==> src/rtl/alu_pkg.sv <==
// ALU opcode encodings shared with ALU_control, plus the multiply sequencer state type.
package alu_pkg;

    localparam logic [3:0] ALU_AND  = 4'b0000;
    localparam logic [3:0] ALU_OR   = 4'b0001;
    localparam logic [3:0] ALU_ADD  = 4'b0010;
    localparam logic [3:0] ALU_SUB  = 4'b0110;
    localparam logic [3:0] ALU_NOR  = 4'b1100;
    localparam logic [3:0] ALU_BLT  = 4'b1110;
    localparam logic [3:0] ALU_SLLI = 4'b1111;

    typedef enum logic [1:0] {
        ST_IDLE  = 2'd0,
        ST_ADD   = 2'd1,
        ST_SHIFT = 2'd2,
        ST_DONE  = 2'd3
    } seq_state_t;

endpackage

==> src/rtl/alu_mul_sequencer.sv <==
// Shift-and-add multiplier controller that drives the shared external ALU (ADD / SLLI).
// Optional ALU_MUL_EARLY_EXIT_EN: finish as soon as the remaining multiplier bits are zero.
module alu_mul_sequencer
    import alu_pkg::*;
#(
    parameter int WIDTH = 64,
    parameter int CNT_W = $clog2(WIDTH) + 1
) (
    input  logic             clk,
    input  logic             rst_n,
    input  logic             start,
    input  logic [WIDTH-1:0] op_a,
    input  logic [WIDTH-1:0] op_b,
    output logic             busy,
    output logic             done,
    output logic [WIDTH-1:0] product,
    output logic             alu_own,
    output logic [WIDTH-1:0] alu_a,
    output logic [WIDTH-1:0] alu_b,
    output logic [3:0]       alu_op,
    input  logic [WIDTH-1:0] alu_result
);

    localparam logic [CNT_W-1:0] LAST_ITER = CNT_W'(WIDTH - 1);

    seq_state_t       state, state_nxt;
    logic [WIDTH-1:0] acc, mcand, mplier;
    logic [CNT_W-1:0] cnt;
    logic             accept;

    assign accept = start && (state == ST_IDLE || state == ST_DONE);

    always_ff @(posedge clk or negedge rst_n) begin
        if (!rst_n) state <= ST_IDLE;
        else        state <= state_nxt;
    end

    always_comb begin
        state_nxt = state;
        case (state)
            ST_IDLE:  if (start) state_nxt = ST_ADD;
            ST_ADD: begin
                state_nxt = ST_SHIFT;
`ifdef ALU_MUL_EARLY_EXIT_EN
                if (mplier == '0) state_nxt = ST_DONE;
`endif
            end
            ST_SHIFT: state_nxt = (cnt < LAST_ITER) ? ST_ADD : ST_DONE;
            ST_DONE:  state_nxt = start ? ST_ADD : ST_IDLE;
            default:  state_nxt = ST_IDLE;
        endcase
    end

    always_ff @(posedge clk or negedge rst_n) begin
        if (!rst_n) begin
            acc     <= '0;
            mcand   <= '0;
            mplier  <= '0;
            cnt     <= '0;
            product <= '0;
        end else begin
            if (accept) begin
                acc    <= '0;
                mcand  <= op_a;
                mplier <= op_b;
                cnt    <= '0;
            end else if (state == ST_ADD) begin
                if (mplier[0]) acc <= alu_result;
            end else if (state == ST_SHIFT) begin
                mcand  <= alu_result;
                mplier <= mplier >> 1;
                cnt    <= cnt + 1'b1;
            end
            // acc is final on the cycle that leads into DONE (never accepted there)
            if (state_nxt == ST_DONE) product <= acc;
        end
    end

    always_comb begin
        busy    = (state == ST_ADD) || (state == ST_SHIFT);
        done    = (state == ST_DONE);
        alu_own = busy;
        alu_a   = '0;
        alu_b   = '0;
        alu_op  = 4'b0000;
        case (state)
            ST_ADD: begin
`ifdef ALU_MUL_EARLY_EXIT_EN
                if (mplier != '0) begin
                    alu_a  = acc;
                    alu_b  = mcand;
                    alu_op = ALU_ADD;
                end
`else
                alu_a  = acc;
                alu_b  = mcand;
                alu_op = ALU_ADD;
`endif
            end
            ST_SHIFT: begin
                alu_a  = mcand;
                alu_b  = WIDTH'(1);
                alu_op = ALU_SLLI;
            end
            default: ;
        endcase
    end

endmodule
==> config.mk <==
export PLATFORM = sky130hd
export DESIGN_NAME = alu_mul_sequencer
export DESIGN_NICKNAME = d
export VERILOG_FILES = /design/src/rtl/alu_pkg.sv /design/src/rtl/alu_mul_sequencer.sv
export SDC_FILE = /design/constraint.sdc
export NUM_CORES = 1
export LEC_CHECK = 0
export CAP_MARGIN = 10
export CORE_UTILIZATION = 47
export DETAILED_ROUTE_END_ITERATION = 8
export PLACE_DENSITY = 0.93
export SYNTH_ARGS = -nofsm -noshare
export SYNTH_HDL_FRONTEND = slang
export SYNTH_SLANG_ARGS = --single-unit
==> constraint.sdc <==
create_clock -name clk -period 2.3 [get_ports clk]
set_input_delay 0.23 -clock clk [delete_from_list [all_inputs] [get_ports clk]]
set_output_delay 0.23 -clock clk [all_outputs]
set_load 0.005 [all_outputs]
==> run metrics <==
run status=complete, but fails checks; violated checks=setup timing; count of fill cells added during filler insertion=1520; sum of negative setup slack=-15.56 ns; most common library cell in the layout ignoring fill and taps=dfrtp_1; Setup CP Type=flip-flop to output port; kind of end point of the critical path=output port; layout-stage area growth over the synthesis result=56.3%; Pwr per Cell Area=1350 mW/mm²; Die Y-Extent=164 µm; slew of the pin with the lowest slew margin=around 0.65 ns; io pins=394; total congestion overflow after global routing=0; Global Route Usage Sum=34.2%; per-cell routed wire length=25.2 µm; I/O Buffers=slightly below 400; most frequent cells in the layout=265 x dfrtp_1, 264 x clkdlybuf4s50_1, 262 x nand2_1; synthesized area=0.0123 mm²; final setup slack of the worst path=-0.236 ns; fmax=394 MHz; met1 demand-to-capacity share in global routing=39.6%; Startpoint Class=flip-flop; total of warnings raised by yosys=0; Pins Over Slew Limit=0; Static Leakage=0.00928 µW; clock sink count=265; worst supply voltage drop on vdd=between 800 and 900 µV; dominant register cell in the synthesized netlist=dfrtp_1; Die Width=between 150 and 200 µm; clk_skew=0.0159 ns; GRT met2 Usage=56.7%; Final period util=110%; number of endpoints failing setup at the final stage=152; post-route minimum period=2.54 ns; Post-Place Cell Area=0.0168 mm²; number of synthesized flops with an enable pin=0; Critical Path RT=2.07 ns; class of the most critical hold timing path=primary input to flip-flop; CTS tree=yes; count of antenna-violating nets left after detailed routing=0; DRC violations left=0; number of synthesized register bits=265; Total Nets Final=1837; register area share after synthesis=54.0%; maximum number of pins on one net before global-route repair=79; proportion of layout cells with a drive suffix above 1=roughly 18%; total die area=0.0268 mm²; DR vias/cell=5.96; final hold vios=0; maximum capacitance violations=0; worst-skew pair later-pin latency=approximately 0.55 ns; via count of the first global-routing pass=11700; antenna violations before repair=3; Slew headroom=56.6%; placed insts=1846; cell count after synthesis=1185; met3 global-route usage=9.70%; synthesized area divided by synthesized cell count=just over 10 µm²; total detailed-routing wirelength=50000 µm; number of vias after detailed routing=about 12000; largest buffer count on any clock path=3; Placement Rows=58; combined flip-flop and latch cell area=0.00663 mm²; half-perimeter wire length after placement=27300 µm; Placer Congestion=0.977; number of H-tree levels=1; total core area=0.0254 mm²; number of distinct standard cells referenced by the synthesized netlist=30; ys async rst share=100%; multi-input gate area in the final layout=0.00539 mm²; post-route cell area=0.0192 mm²; final cell count without fillers=1989; Max FO, Critical Path=7; post-synth net total=1385; clock-pin slew of the registers on the worst-case setup and hold paths=0.07 ns; RSZ-0062 raised after global routing=true; Crit path arrival time=2.31 ns; First DRT Iteration DRCs=between 1000 and 1500; number of buffers added by the clock tree synthesis step=28; CTS Root Cell=clkbuf_16; Detailed Routing Iterations Pass 1=8; wire length of the first global-routing pass=~68000 µm; grt peak-use layer=met2; starting density of the core=about half
-- cell usage after synthesis, types with 3 or more instances --
| cell | n | area (µm²) |
|---|---|---|
| inv_1 | 3 | 11.3 |
| a21oi_1 | 68 | 340 |
| mux2_2 | 4 | 45.0 |
| buf_2 | 17 | 85.1 |
| clkbuf_1 | 64 | 240 |
| nor2_1 | 6 | 22.5 |
| dfrtp_1 | 265 | 6630 |
| and2_1 | 4 | 25.0 |
| and3_1 | 63 | 394 |
| a22o_1 | 64 | 561 |
| buf_4 | 10 | 75.1 |
| ha_1 | 5 | 62.6 |
| mux2_1 | 60 | 676 |
| mux2i_1 | 127 | 1270 |
| xnor2_1 | 3 | 26.3 |
| nand2_1 | 263 | 987 |
| buf_1 | 11 | 41.3 |
| o21ai_0 | 130 | 651 |
| nor3_1 | 3 | 15.0 |
-- critical path, stage by stage (launching register included) --
cell and delay [ns]:
dfrtp_1 0.39, buf_4 0.16, ha_2 0.19, and2_4 0.18
buf_12 0.12, buf_12 0.13, buf_8 0.13, buf_16 0.14
a22o_1 0.19, buf_2 0.13
-- flip-flops by register name, summed over array words and instances (netlist names) --
name	count
acc	64
state	2
mcand	64
cnt	7
mplier	64
product	64
-- cell families (layout without fill, tap and decap cells) --
family                     Yosys count  count (layout)  share of synthesized area, %
adders and majority gates            5               5                         0.510
buffers and inverters              105             577                          3.69
AOI/OAI and AO/OA                  266             266                          12.9
and+or+nand+nor                    349             350                          12.3
xor gates and xnor gates             4               4                         0.286
DFF                                265             265                          54.0
other                                0               1                             0
muxes                              191             191                          16.2
-- power breakdown --
| part | switching (µW) | internal [µW] |
|---|---|---|
| sequential | 1860 | 6730 |
| clock | 1930 | 2910 |
| combinational | 6130 | 6350 |
-- through the flow --
step                hold WS [ns]  setup WS, ns  total power [µW]  util (%)
finish                     0.210        -0.236             25900      75.5
global route               0.243        -0.278             26900      75.5
CTS                        0.217        -0.231             24500      72.9
detailed placement         0.260        0.0991             18000      66.2
global placement           0.254         0.171             17500      66.2
floorplan                -0.0656         0.238             12800         -
-- path summary, 6_finish.rpt --
check                                             start                 endpoint  slack, ns  cells past startpoint
worst max-delay path                 state[1]$_DFF_PN0_                alu_a[35]      -0.24                      9
worst min-delay path                           op_a[43]    mcand[43]$_DFFE_PN0P_       0.21                      3
worst max register to register       state[1]$_DFF_PN0_    mcand[20]$_DFFE_PN0P_      -0.18                     14
worst min register to register  product[47]$_DFFE_PN0N_  product[47]$_DFFE_PN0N_       0.49                      1
max in group asynchronous                         rst_n    mcand[25]$_DFFE_PN0P_       1.29                      3
min in group asynchronous                         rst_n  product[57]$_DFFE_PN0N_       0.25                      2
-- per-layer routing --
layer,vias to the layer above,wire length [µm]
met2,825,23500
li1,5030,-
met5,-,0
met3,259,5390
met4,0,3310
met1,5735,17900
-- cell type report --
class	count	share of cell area, %
Timing Repair Buffer	523	29.9
Sequential cell	265	34.6
Multi-Input combinational cell	816	28.1
Inverter	3	0.0587
Tap cell	330	2.15
Clock buffer	44	4.70
Clock inverter	7	0.509
Antenna cell	1	0.0130
-- repair_timing --
| item | 4_1_cts | 5_1_grt |
|---|---|---|
| gates cloned | 20 | 18 |
| endpoints found under the setup margin | 131 | 199 |
| buffers inserted | 33 | 22 |
| resized for setup | 394 | 127 |
| pin swaps | 36 | 5 |
| hold endpoints to repair | 70 | 0 |
| hold buffers | 1 | 0 |
(Power assumes the default switching activity.)
